[src/rtl/cv32e40p_apu_str_pkg.sv]
// Shared types and constants for the APU string/byte-op unit.
// Opcodes, FSM states, upstream flag bit positions.
package cv32e40p_apu_str_pkg;

  localparam int STR_OP_STRLEN  = 0;
  localparam int STR_OP_CMPMASK = 1;
  localparam int STR_OP_COUNT   = 2;
  localparam int STR_OP_REV     = 3;
  localparam int STR_OP_UPPER   = 4;
  localparam int STR_OP_SCAN    = 5;

  localparam int STR_FLAG_ILLEGAL = 0;
  localparam int STR_FLAG_ZERO    = 1;

  typedef enum logic [1:0] {
    STR_IDLE,
    STR_SCAN,
    STR_DONE
  } str_state_e;

  function automatic logic has_zero_byte(input logic [31:0] w);
    return (w[7:0] == 8'h00) | (w[15:8] == 8'h00) |
           (w[23:16] == 8'h00) | (w[31:24] == 8'h00);
  endfunction

endpackage

[src/rtl/cv32e40p_apu_str_unit_if.sv]
// APU request/grant/rvalid bundle between the core and the unit.
// master = core side, slave = accelerator side.
interface cv32e40p_apu_str_unit_if #(
  parameter int NARGS    = 3,
  parameter int WOP      = 6,
  parameter int NDSFLAGS = 15,
  parameter int NUSFLAGS = 5
) ();

  logic                     req;
  logic                     gnt;
  logic [NARGS-1:0][31:0]   operands;
  logic [WOP-1:0]           op;
  logic [NDSFLAGS-1:0]      flags_ds;
  logic                     rvalid;
  logic [31:0]              result;
  logic [NUSFLAGS-1:0]      flags_us;

  modport master (
    output req, operands, op, flags_ds,
    input  gnt, rvalid, result, flags_us
  );

  modport slave (
    input  req, operands, op, flags_ds,
    output gnt, rvalid, result, flags_us
  );

endinterface

[src/rtl/cv32e40p_apu_str_alu.sv]
// Combinational single-pass byte-op evaluator.
// Feeds stage 0 of the result pipeline.
module cv32e40p_apu_str_alu
  import cv32e40p_apu_str_pkg::*;
#(
  parameter int WOP      = 6,
  parameter int NUSFLAGS = 5
) (
  input  logic [WOP-1:0]      op_i,
  input  logic [31:0]         a_i,
  input  logic [31:0]         b_i,
  input  logic [7:0]          key_i,
  output logic [31:0]         result_o,
  output logic [NUSFLAGS-1:0] flags_o
);

  logic is_strlen, is_cmp, is_count;
  logic is_rev, is_upper, is_scan;

  assign is_strlen = (op_i == WOP'(STR_OP_STRLEN));
  assign is_cmp    = (op_i == WOP'(STR_OP_CMPMASK));
  assign is_count  = (op_i == WOP'(STR_OP_COUNT));
  assign is_rev    = (op_i == WOP'(STR_OP_REV));
  assign is_upper  = (op_i == WOP'(STR_OP_UPPER));
  assign is_scan   = (op_i == WOP'(STR_OP_SCAN));

  logic [2:0]  len;
  logic [2:0]  cnt;
  logic [3:0]  mask;
  logic [31:0] rev;
  logic [31:0] upper;

  // per-byte candidate results for every op
  always_comb begin
    logic [7:0] x;
    x     = '0;
    len   = 3'd4;
    cnt   = '0;
    mask  = '0;
    rev   = '0;
    upper = '0;
    for (int i = 3; i >= 0; i--) begin
      if (a_i[8*i +: 8] == 8'h00) len = 3'(i);
    end
    for (int i = 0; i < 4; i++) begin
      x = a_i[8*i +: 8];
      mask[i] = (x == b_i[8*i +: 8]);
      cnt = cnt + 3'(x == key_i);
      rev[8*(3-i) +: 8] = x;
      if (x >= 8'h61 && x <= 8'h7a) x = x - 8'h20;
      upper[8*i +: 8] = x;
    end
  end

  // opcode select and flag generation
  always_comb begin
    result_o = '0;
    flags_o  = '0;
    flags_o[STR_FLAG_ZERO] = has_zero_byte(a_i);
    unique case (1'b1)
      is_strlen: result_o = {29'd0, len};
      is_cmp:    result_o = {28'd0, mask};
      is_count:  result_o = {29'd0, cnt};
      is_rev:    result_o = rev;
      is_upper:  result_o = upper;
      is_scan:   result_o = '0;
      default:   flags_o[STR_FLAG_ILLEGAL] = 1'b1;
    endcase
  end

endmodule

[src/rtl/cv32e40p_apu_str_unit.sv]
// APU responder for string/byte ops: fixed-latency pipe
// plus a multicycle byte-scan FSM, results in grant order.
module cv32e40p_apu_str_unit
  import cv32e40p_apu_str_pkg::*;
#(
  parameter int LATENCY          = 2,
  parameter int APU_NARGS_CPU    = 3,
  parameter int APU_WOP_CPU      = 6,
  parameter int APU_NDSFLAGS_CPU = 15,
  parameter int APU_NUSFLAGS_CPU = 5
) (
  input  logic                     clk,
  input  logic                     rst_n,
  cv32e40p_apu_str_unit_if.slave   apu,
  output logic                     busy_o
);

  localparam int NF = APU_NUSFLAGS_CPU;

  logic [31:0] op_a, op_b;
  logic [7:0]  op_key;
  logic        is_scan, fire, pipe_empty;
  logic        unused_in;

  assign op_a   = apu.operands[0];
  assign op_b   = apu.operands[1];
  assign op_key = apu.operands[2][7:0];
  assign unused_in = ^{apu.flags_ds, apu.operands[2][31:8]};

  assign is_scan = (apu.op == APU_WOP_CPU'(STR_OP_SCAN));

  logic [LATENCY-1:0] vld_q, vld_d;
  logic [31:0]        res_q [LATENCY];
  logic [31:0]        res_d [LATENCY];
  logic [NF-1:0]      flg_q [LATENCY];
  logic [NF-1:0]      flg_d [LATENCY];

  str_state_e    state_q, state_d;
  logic [1:0]    cnt_q, cnt_d;
  logic [31:0]   sa_q, sa_d;
  logic [7:0]    key_q, key_d;
  logic [31:0]   sres_q, sres_d;
  logic [NF-1:0] sflg_q, sflg_d;

  logic [31:0]   alu_res;
  logic [NF-1:0] alu_flg;

  assign pipe_empty = ~|vld_q;
  assign apu.gnt = apu.req & (state_q == STR_IDLE) &
                   (~is_scan | pipe_empty);
  assign fire = apu.gnt;

  cv32e40p_apu_str_alu #(
    .WOP      (APU_WOP_CPU),
    .NUSFLAGS (NF)
  ) u_alu (
    .op_i     (apu.op),
    .a_i      (op_a),
    .b_i      (op_b),
    .key_i    (op_key),
    .result_o (alu_res),
    .flags_o  (alu_flg)
  );

  // load stage 0 from the ALU and shift the rest
  always_comb begin
    vld_d    = '0;
    res_d    = res_q;
    flg_d    = flg_q;
    vld_d[0] = fire & ~is_scan;
    res_d[0] = alu_res;
    flg_d[0] = alu_flg;
    for (int i = 1; i < LATENCY; i++) begin
      vld_d[i] = vld_q[i-1];
      res_d[i] = res_q[i-1];
      flg_d[i] = flg_q[i-1];
    end
  end

  // scan FSM next state: one byte compared per cycle
  always_comb begin
    state_d = state_q;
    cnt_d   = cnt_q;
    sa_d    = sa_q;
    key_d   = key_q;
    sres_d  = sres_q;
    sflg_d  = sflg_q;
    unique case (state_q)
      STR_IDLE: begin
        if (fire & is_scan) begin
          state_d = STR_SCAN;
          cnt_d   = '0;
          sa_d    = op_a;
          key_d   = op_b[7:0];
          sflg_d  = '0;
          sflg_d[STR_FLAG_ZERO] = has_zero_byte(op_a);
        end
      end
      STR_SCAN: begin
        if (sa_q[{cnt_q, 3'b000} +: 8] == key_q) begin
          state_d = STR_DONE;
          sres_d  = {30'd0, cnt_q};
        end else if (cnt_q == 2'd3) begin
          state_d = STR_DONE;
          sres_d  = '1;
        end else begin
          cnt_d = cnt_q + 2'd1;
        end
      end
      STR_DONE: state_d = STR_IDLE;
      default:  state_d = STR_IDLE;
    endcase
  end

  // state registers for pipe and FSM
  always_ff @(posedge clk or negedge rst_n) begin
    if (!rst_n) begin
      vld_q   <= '0;
      state_q <= STR_IDLE;
      cnt_q   <= '0;
      sa_q    <= '0;
      key_q   <= '0;
      sres_q  <= '0;
      sflg_q  <= '0;
      for (int i = 0; i < LATENCY; i++) begin
        res_q[i] <= '0;
        flg_q[i] <= '0;
      end
    end else begin
      vld_q   <= vld_d;
      res_q   <= res_d;
      flg_q   <= flg_d;
      state_q <= state_d;
      cnt_q   <= cnt_d;
      sa_q    <= sa_d;
      key_q   <= key_d;
      sres_q  <= sres_d;
      sflg_q  <= sflg_d;
    end
  end

  logic done;
  assign done = (state_q == STR_DONE);

  assign apu.rvalid   = done | vld_q[LATENCY-1];
  assign apu.result   = done ? sres_q : res_q[LATENCY-1];
  assign apu.flags_us = done ? sflg_q : flg_q[LATENCY-1];
  assign busy_o = (|vld_q) | (state_q != STR_IDLE);

endmodule

[src/flat_wrapper.sv]
// flat-port wrapper written by rule: the top's interface ports become plain ports
module cv32e40p_apu_str_unit_flat import cv32e40p_apu_str_pkg::*;
#(
  parameter int LATENCY          = 2,
  parameter int APU_NARGS_CPU    = 3,
  parameter int APU_WOP_CPU      = 6,
  parameter int APU_NDSFLAGS_CPU = 15,
  parameter int APU_NUSFLAGS_CPU = 5
)
  (clk, rst_n, busy_o, apu_req, apu_operands, apu_op, apu_flags_ds, apu_gnt, apu_rvalid, apu_result, apu_flags_us);
  cv32e40p_apu_str_unit_if #(.NARGS(3), .WOP(6), .NDSFLAGS(15), .NUSFLAGS(5)) apu_i ();
  input  logic clk;
  input  logic rst_n;
  output logic busy_o;
  input wire logic [$bits(apu_i.req)-1:0] apu_req;
  input wire logic [$bits(apu_i.operands)-1:0] apu_operands;
  input wire logic [$bits(apu_i.op)-1:0] apu_op;
  input wire logic [$bits(apu_i.flags_ds)-1:0] apu_flags_ds;
  output wire logic [$bits(apu_i.gnt)-1:0] apu_gnt;
  output wire logic [$bits(apu_i.rvalid)-1:0] apu_rvalid;
  output wire logic [$bits(apu_i.result)-1:0] apu_result;
  output wire logic [$bits(apu_i.flags_us)-1:0] apu_flags_us;
  assign apu_i.req = apu_req;
  assign apu_i.operands = apu_operands;
  assign apu_i.op = apu_op;
  assign apu_i.flags_ds = apu_flags_ds;
  assign apu_gnt = apu_i.gnt;
  assign apu_rvalid = apu_i.rvalid;
  assign apu_result = apu_i.result;
  assign apu_flags_us = apu_i.flags_us;
  cv32e40p_apu_str_unit #(.LATENCY(LATENCY), .APU_NARGS_CPU(APU_NARGS_CPU), .APU_WOP_CPU(APU_WOP_CPU), .APU_NDSFLAGS_CPU(APU_NDSFLAGS_CPU), .APU_NUSFLAGS_CPU(APU_NUSFLAGS_CPU)) u_core (.clk(clk), .rst_n(rst_n), .apu(apu_i), .busy_o(busy_o));
endmodule
[config.mk]
export PLATFORM = sky130hd
export DESIGN_NAME = cv32e40p_apu_str_unit_flat
export DESIGN_NICKNAME = d
export VERILOG_FILES = /design/src/rtl/cv32e40p_apu_str_pkg.sv /design/src/rtl/cv32e40p_apu_str_unit_if.sv /design/src/rtl/cv32e40p_apu_str_alu.sv /design/src/rtl/cv32e40p_apu_str_unit.sv /design/src/flat_wrapper.sv
export SDC_FILE = /design/constraint.sdc
export NUM_CORES = 1
export LEC_CHECK = 0
export CAP_MARGIN = 5
export CORE_ASPECT_RATIO = 1.2
export CORE_MARGIN = 8
export CORE_UTILIZATION = 41
export CTS_CLUSTER_DIAMETER = 120
export DETAILED_ROUTE_END_ITERATION = 12
export PLACE_DENSITY_LB_ADDON = 0.2
export SYNTH_ARGS = -nofsm -noshare
export SYNTH_HDL_FRONTEND = slang
export SYNTH_SLANG_ARGS = --single-unit
[constraint.sdc]
create_clock -name clk -period 6.28 [get_ports clk]
set_clock_uncertainty 0.1 [all_clocks]
set_input_delay 0.628 -clock clk [delete_from_list [all_inputs] [get_ports clk]]
set_output_delay 0.628 -clock clk [all_outputs]
set_load 0.05 [all_outputs]
== After elaboration in Yosys (flattened, before gate mapping) ==
Index checks and enable logic that the tools add are counted.

* Add/subtract/negate cells: 8
* Order comparisons: 8
* Equality and inequality tests: 21
* Shifts and indexed selects: 1
* Multiplexer cells: 22
* Bitwise operators: 11
* Reduce and logical (&&, ||, !) cells: 20

{| class="wikitable"
|+ Operator list
! operator !! number
|-
| 32-bit case mux with 5 select lines || 1
|-
| 32-bit two-way mux || 3
|-
| 8-bit == test || 9
|-
| 8-bit by 7-bit greater-or-equal comparator with 1-bit output, second input constant || 4
|-
| 8-bit by 7-bit <= comparator with 1-bit output, second input constant || 4
|-
| 8-bit zero test || 4
|-
| 8-bit two-way mux || 4
|-
| 32-bit by 6-bit indexed part select with 8-bit output || 1
|-
| 8-bit by 6-bit subtractor with 8-bit output, second input constant || 4
|-
| 2-bit two-way mux || 7
|-
| 6-bit by 2-bit == test with 1-bit output, second input constant || 2
|-
| 6-bit by 3-bit == test with 1-bit output, second input constant || 2
|-
| 3-bit two-way mux || 4
|-
| 2-bit case mux with 2 select lines || 2
|-
| 6-bit by 1-bit == test with 1-bit output, second input constant || 1
|-
| 6-bit zero test || 1
|-
| 2-bit inequality test, second input constant || 3
|-
| 1-bit bitwise OR || 6
|-
| 2-bit AND reduction || 3
|-
| 2-bit nonzero test || 3
|-
| 6-bit OR reduction || 1
|-
| 1-bit AND || 4
|-
| 2-bit == test, second input constant || 2
|-
| 1-bit logical AND || 4
|-
| other kinds (12) || 12
|}

* Register bits after elaboration: 147
* Bits of input ports: 120
* Output and inout bits: 40
* Word-level logic and storage cells: 102

== Longest topological paths before layout ==
Gate-level depths: netlist (run 1).

* Depth after elaboration: 7
* Mapped depth: 12
* Mapped depth without buffers: 11

== By module ==
Synthesis (run 1) repeated with hierarchy kept, for this count alone.

* Cells, all modules: 559
* Area total of the unflattened synthesis: 6,202.2 sq um

{| class="wikitable"
|+ Modules (own cells, without submodules)
! module !! times used !! cells an instance !! area an instance (sq um) !! sequential area each (sq um)
|-
| cv32e40p_apu_str_unit || 1 || 320 || 4,521.8 || 3,103.0
|-
| cv32e40p_apu_str_alu || 1 || 239 || 1,680.4 || 0.0
|}

== Worst setup path after synthesis (run 1) ==
No wires, ideal clock.

* Path type: input port to flip-flop
* Start: input port apu_operands[28]
* End: register u_core.res_q, in the netlist u_core.res_d[1]
* Library setup time: 132 ps
* Data arrival time: 2,741 ps
* Data required time: 6,048 ps
* Slack: 3,307 ps
* Stages: 12
* Cells stage by stage: clkbuf_1 > xor2_1 > nor4_1 > nand2_1 > fa_1 > inv_1 > ha_1 > ha_1 > mux2i_1 > nor2_1 > a211oi_1 > o31ai_1

* Cells in the longest elaborated chain, start to end: 6
* Elaborated cells between the ends (all ways): 8
* Those cells by class: add/sub: 1; eq/ne: 1; mux: 5; reduce/logical: 1

{| class="wikitable"
|+ RTL lines
! item !! RTL line !! text
|-
| from (decl) || flat_wrapper.sv:16 || <nowiki>input wire logic [$bits(apu_i.operands)-1:0] apu_operands;</nowiki>
|-
| 8-bit zero test || cv32e40p_apu_str_alu.sv:43 || <nowiki>if (a_i[8*i +: 8] == 8'h00) len = 3'(i);</nowiki>
|-
| 3-bit two-way mux (4 in series) || cv32e40p_apu_str_alu.sv:43 ||
|-
| 32-bit case mux with 5 select lines (*) || cv32e40p_apu_str_alu.sv:60 || <nowiki>unique case (1'b1)</nowiki>
|-
| named net u_core.alu_res[1] || cv32e40p_apu_str_unit.sv:45 || <nowiki>logic [31:0] alu_res;</nowiki>
|-
| to (signal assigned) || cv32e40p_apu_str_unit.sv:131 || <nowiki>res_q <= res_d;</nowiki>
|-
| to (decl) || cv32e40p_apu_str_unit.sv:33 || <nowiki>logic [31:0] res_q [LATENCY];</nowiki>
|}

The timed path passes the listed nets; every way through them passes the cells marked *.
A chain may end at the register's enable or synchronous reset.

== Worst setup path after layout (run 1) ==
* Start: register u_core.state_q[0]
* End: output port apu_result[14]

* Cells in the longest elaborated chain, start to end: 2

{| class="wikitable"
|+ RTL lines
! item !! RTL line !! text
|-
| from (decl) || cv32e40p_apu_str_unit.sv:38 || <nowiki>str_state_e state_q, state_d;</nowiki>
|-
| from (signal assigned) || cv32e40p_apu_str_unit.sv:133 || <nowiki>state_q <= state_d;</nowiki>
|-
| 2-bit == test || cv32e40p_apu_str_unit.sv:143 || <nowiki>assign done = (state_q == STR_DONE);</nowiki>
|-
| 32-bit two-way mux || cv32e40p_apu_str_unit.sv:146 || <nowiki>assign apu.result = done ? sres_q : res_q[LATENCY-1];</nowiki>
|-
| to (decl) || flat_wrapper.sv:21 || <nowiki>output wire logic [$bits(apu_i.result)-1:0] apu_result;</nowiki>
|}

Every way passes these cells.

==> results of run 1 <==
==> per-layer routing <==
layer	GRT usage [%]	vias up
met2	29.63	135
met1	20.73	2068
met5	0	-
li1	-	2036
met3	5.185	18
met4	5.613	0
==> worst max path at each step <==
stage,cells past startpoint,slack [ps],from,endpoint
4_1_cts,3,2740,u_core.state_q[0],apu_result[15]
5_1_grt,3,2550,u_core.state_q[0],apu_result[6]
6_report,3,2790,u_core.state_q[0],apu_result[14]
2_1_floorplan,12,3310,apu_operands[28],u_core.res_d[1]
3_3_place_gp,12,2610,apu_operands[28],u_core.res_d[1]
3_5_place_dp,12,2560,apu_operands[28],u_core.res_d[1]
==> placed cells by master (no fill, tap or decap), drive strengths merged, types with 13 or more instances in the layout <==
| master | netlist | final |
|---|---|---|
| a21oi | 14 | 14 |
| a22o | 16 | 16 |
| clkbuf | 41 | 21 |
| clkdlybuf4s50 | 0 | 116 |
| dfrtp | 118 | 118 |
| inv | 11 | 13 |
| mux2 | 37 | 37 |
| nand2 | 99 | 99 |
| nand4 | 13 | 13 |
| nor2 | 16 | 16 |
| o21ai | 13 | 13 |
| xnor2 | 48 | 48 |
| xor2 | 24 | 24 |
==> final cells by class <==
| type | count | area share, % |
|---|---|---|
| clock inverter | 11 | 1.313 |
| inverter | 11 | 0.5417 |
| timing repair buffer | 120 | 15.63 |
| clock buffer | 21 | 6.041 |
| tap | 175 | 2.873 |
| sequential | 118 | 38.74 |
| multi-input combinational | 367 | 34.87 |
==> kinds of logic after synthesis <==
kind of cell | after synthesis | share of synthesized area [%]
fa+ha+maj | 8 | 1.834
buf+inv | 63 | 4.479
other cells | 1 | 0.06393
flops | 118 | 50.34
compound gates | 63 | 7.530
xor+xnor | 72 | 11.26
simple gates | 172 | 13.57
mux | 49 | 10.92
==> sequential cells by signal, indices dropped and copies added (netlist names) <==
register	cells
u_core.res_d	32
u_core.res_q	32
u_core.sa_q	32
u_core.key_q	8
u_core.sres_q	3
u_core.cnt_q	2
u_core.flg_d	2
u_core.flg_q	2
u_core.state_q	2
u_core.vld_q	2
u_core.sflg_q	1
==> worst reg2reg max path, stage by stage, from the launching register on <==
cell	delay, ps
dfrtp_1	820
mux4_1	750
xnor2_2	180
nand4_2	190
or2_1	290
a211oi_1	230
==> power breakdown <==
| part | internal (mW) | total, mW | switching [mW] |
|---|---|---|---|
| clock | 0.564 | 0.904 | 0.339 |
| combinational | 0.115 | 0.243 | 0.128 |
| sequential | 0.783 | 0.801 | 0.0186 |
| total | 1.46 | 1.95 | 0.486 |
==> through the flow <==
stage	std cells	area [um2]	hold slack, ps	power, mW
3_3_place_gp	791	7062	233.6	1.052
3_5_place_dp	791	7062	234.7	1.058
5_1_grt	823	7622	170.7	2.016
2_1_floorplan	548	5873	231.2	0.9477
4_1_cts	823	7622	133.3	1.962
6_report	823	7622	129.5	1.948
==> metrics.md, run 1 <==
| Metric | Value |
|---|---|
| Status | `finished clean` |
| Site Rows | `between 40 and 50` |
| Resize count post-CTS | `0` |
| Clock transition at path regs | `~50 ps` |
| Die span in y | `147.0 um` |
| Layout cells sized above 1 | `12.96%` |
| Worst path top cell family by delay | `simple AND/OR/NAND/NOR gates` |
| Grt ovf | `0` |
| Fmax | `approximately 290 MHz` |
| Initial antenna violation count | `0` |
| Critical path type | `reg2out` |
| Layout Nets | `around 760` |
| CTS Buf Count | `17` |
| CP Launch Type | `register` |
| Clk sink count | `118` |
| Filler instances | `~1,300` |
| RR Startpoint | `u_core.cnt_q[0]` |
| Detailed Route WL | `15.49 mm` |
| Final period utilization | `55.51%` |
| Pwr/cell area | `255.5 nW/um2` |
| Final setup TNS | `0 ps` |
| RSZ-0062 raised after global routing | `no` |
| Clock buffer depth | `2` |
| Largest net degree at the start of global routing | `between 70 and 80` |
| Fin. max-slew vios | `0` |
| PortBufs | `117` |
| H-tree depth | `4` |
| First DRT Iteration DRCs | `~170` |
| Antenna diodes | `0` |
| Via density | `5.173` |
| GRT Util Overall | `17.43%` |
| Synth top area share | `50.34%` |
| Top post-synthesis cells by area | `dfrtp_1 50%, mux2_2 6.7%, xnor2_1 6.6%` |
| Worst hold path class | `in2async` |
| Yosys reg bits | `118` |
| Root Buffer | `clkbuf_16` |
| Final core utilization | `between 50% and 60%` |
| Max VDD drop | `0.1585 mV` |
| Async SR Flop Fraction | `between 90% and 100%` |
| Critical-path top delay cell | `clkdlybuf4s50_1` |
| Die area | `18,410 um2` |
| Die Wd | `about 130 um` |
| Multi-input gate area | `between 2000 and 3000 um2` |
| Routed length on met2 | `between 7 and 8 mm` |
| Setup violation total in the final timing report | `0` |
| Post-synth EDFFs | `0` |
| Worst r2r dst | `u_core.sres_q[0]` |
| Slew HR | `a little under a third` |
| Primary FF master, synth | `dfrtp_1` |
| Initial Util | `about two fifths` |
| Vias post-DR | `4,257` |
| Min Tclk post-route | `~3500 ps` |
| Met3 WL | `around 860 um` |
| Hold Fails Final Rpt | `0` |
| Post-route worst setup slack | `roughly 2800 ps` |
| DRC | `0` |
| Post-synthesis area per instance | `10.74 um2` |
| Pre-CTS setup slack | `~2600 ps` |
| Crit path required time | `~5600 ps` |
| Synth cell types | `49` |
| Uppermost layer routed | `met4` |
| CP Buf/Inv Count | `1` |
| Leakage | `between 3 and 4 nW` |
| Critical Path End Type | `primary output` |
| Post-DP HPWL | `11.54 mm` |
| Reg2Reg Depth | `5` |
| R2R Setup Slk | `~3600 ps` |
| First-pass GRT wire length | `between 20 and 25 mm` |
| Mapped cell area | `between 5000 and 6000 um2` |
| Cell with the most instances after synthesis | `dfrtp_1` |
| Crit path arrival time | `around 2800 ps` |
| CP peak stage delay | `850 ps` |
| Drt pass-1 iters | `4` |
| Cells after synthesis | `roughly 550` |
| Max-Cap Viols | `0` |
| # hold bufs at CTS | `0` |
| P&R area growth vs syn | `29.95%` |
| Least-Margin Pin Slew | `about 1000 ps` |
| Core region area | `approximately 14,000 um2` |
| DRT met1 WL | `roughly 6.6 mm` |
| Top-Level Pins | `160` |
| Reg area | `2953 um2` |
| Crit path max fanout | `30` |
| Antenna-violating nets left | `0` |
| CTS tree | `yes` |
| Worst-path cell chain | `nand3b_1, nand2_1, clkdlybuf4s50_1` |
| Commonest cells in the netlist | `118 x dfrtp_1, 99 x nand2_1, 44 x xnor2_1` |
| Vias in the first global route | `4,518` |
| Synth area leader | `dfrtp_1` |
| Clk_lat worst skew | `around 410 ps` |
| Sequential cell area fraction in the yosys report | `between 50% and 60%` |
| Yosys warning count | `0` |
| RePlAce Congestion | `about 0.86` |
| DR WL/cell | `18.82 um` |
| Postcts setup bufs | `0` |
Power figures use the tool's default switching activity.
==> run 2, diff against run 1 <==
- clock period: 6.28 -> 3.3 ns (I/O delays scaled with it)
==> metrics.md, run 2 (same netlist as run 1, synthesis figures left out) <==
| Metric | Value |
|---|---|
| GRT Util Overall | `around 18%` |
| RePlAce Congestion | `approximately 0.84` |
| Worst hold path class | `reg2reg` |
| Worst r2r dst | `u_core.sres_q[0]` |
| Vias post-DR | `approximately 4,400` |
| WHS Endpoint | `u_core.res_q[25]` |
| Die span in y | `147.0 um` |
| Crit path required time | `approximately 2900 ps` |
| Min Tclk post-route | `just under 3000 ps` |
| Met3 WL | `approximately 900 um` |
| Layout cells sized above 1 | `between 10% and 20%` |
| CTS Buf Count | `17` |
| Hold Worst Slack | `approximately 240 ps` |
| Crit path arrival time | `2460 ps` |
| Resize count post-CTS | `0` |
| Initial Util | `41.38%` |
| Final period utilization | `~88%` |
| Reg2Reg Depth | `5` |
| Fin. max-slew vios | `0` |
| Core region area | `between 10,000 and 15,000 um2` |
| DR WL/cell | `roughly 19 um` |
| Detailed Route WL | `about 16 mm` |
| R2R Setup Slk | `around 750 ps` |
| Hold_sp | `u_core.res_d[25]` |
| CP Launch Type | `register` |
| Layout Nets | `798` |
| Grt ovf | `0` |
| Hold Fails Final Rpt | `0` |
| Status | `finished clean` |
| Uppermost layer routed | `met4` |
| RR Startpoint | `u_core.cnt_q[0]` |
| Clk_lat worst skew | `roughly 400 ps` |
| Critical Path End Type | `primary output` |
| Crit. Startpoint | `u_core.state_q[0]` |
| First-pass GRT wire length | `between 20 and 25 mm` |
| Critical path type | `reg2out` |
| H-tree depth | `4` |
| Fmax | `~350 MHz` |
| CTS tree | `yes` |
| PortBufs | `117` |
| Crit path max fanout | `32` |
| Setup violation total in the final timing report | `0` |
| Clock transition at path regs | `roughly 50 ps` |
| Die area | `roughly 18,000 um2` |
| Vias in the first global route | `4,741` |
| Root Buffer | `clkbuf_16` |
| Commonest non-fill, non-tap cell in the layout | `dfrtp_1` |
| Max-Cap Viols | `0` |
| Initial antenna violation count | `0` |
| P&R area growth vs syn | `35.52%` |
| Antenna-violating nets left | `0` |
| # hold bufs at CTS | `1` |
| DRC | `0` |
| Die Wd | `125.2 um` |
| Most frequent cells in the layout | `118 x dfrtp_1, 116 x clkdlybuf4s50_1, 99 x nand2_1` |
| Final setup TNS | `0 ps` |
| Slew HR | `40.18%` |
| Clk sink count | `118` |
| Largest net degree at the start of global routing | `between 70 and 80` |
| First DRT Iteration DRCs | `around 240` |
| Least-Margin Pin Slew | `between 800 and 900 ps` |
| Pwr/cell area | `488.2 nW/um2` |
| Max VDD drop | `just under 0.3 mV` |
| Clock buffer depth | `2` |
| Via density | `just over 5` |
| Antenna diodes | `0` |
| Hold path cells | `0` |
| RSZ-0062 raised after global routing | `no` |
| Top-Level Pins | `160` |
| Site Rows | `48` |
| Routed length on met2 | `between 7 and 8 mm` |
| DRT met1 WL | `around 6.7 mm` |
| Postcts setup bufs | `0` |
| Leakage | `3.716 nW` |
| Post-DP HPWL | `12.09 mm` |
| Drt pass-1 iters | `4` |
[run 2: cell type report]
cell class | count | area, um2
Inverter | 11 | 41.29
Clock buffer | 21 | 460.4
Clock inverter | 11 | 148.9
Tap cell | 175 | 219.0
Multi-Input combinational cell | 367 | 2658
Timing Repair Buffer | 155 | 1469
Sequential cell | 118 | 2953
Fill cell | 1283 | 6225
[run 2: layer usage]
| layer | track usage, % | vias to the layer above |
|---|---|---|
| met4 | 7.749 | 0 |
| met5 | 0 | - |
| met3 | 4.967 | 25 |
| met2 | 29.71 | 158 |
| met1 | 20.33 | 2149 |
| li1 | - | 2101 |
[run 2: worst max path at each step]
stage / depth (start not counted) / slack [ps] / to
2_1_floorplan: 12 / 620 / u_core.res_d[1]
3_3_place_gp: 12 / 70 / u_core.res_d[1]
3_5_place_dp: 12 / 20 / u_core.res_d[1]
4_1_cts: 4 / 370 / apu_flags_us[1]
5_1_grt: 12 / 270 / u_core.res_d[1]
6_report: 4 / 410 / apu_flags_us[1]
[run 2: power breakdown]
| group | switching, mW | internal (mW) |
|---|---|---|
| combinational | 0.253 | 0.246 |
| sequential | 0.0357 | 1.49 |
| clock | 0.629 | 1.23 |
| total | 0.917 | 2.96 |
[run 2: worst max-delay path, stage by stage, from the launching register on]
cell,delay [ps]
dfrtp_1,410
nand2b_1,220
buf_4,330
mux2_2,390
clkdlybuf4s50_1,700
[run 2: through the flow]
stage | setup WS [ps] | util (%) | total power [mW] | cells | cell area (um2)
3_5_place_dp | 18.33 | 51.71 | 2.048 | 825 | 7330
6_report | 407.1 | 56.08 | 3.880 | 858 | 7949
3_3_place_gp | 72.18 | 51.71 | 2.034 | 825 | 7330
4_1_cts | 366.9 | 56.08 | 3.914 | 858 | 7949
5_1_grt | 267.8 | 56.08 | 4.017 | 858 | 7949
2_1_floorplan | 624.8 | - | 1.804 | 548 | 5873
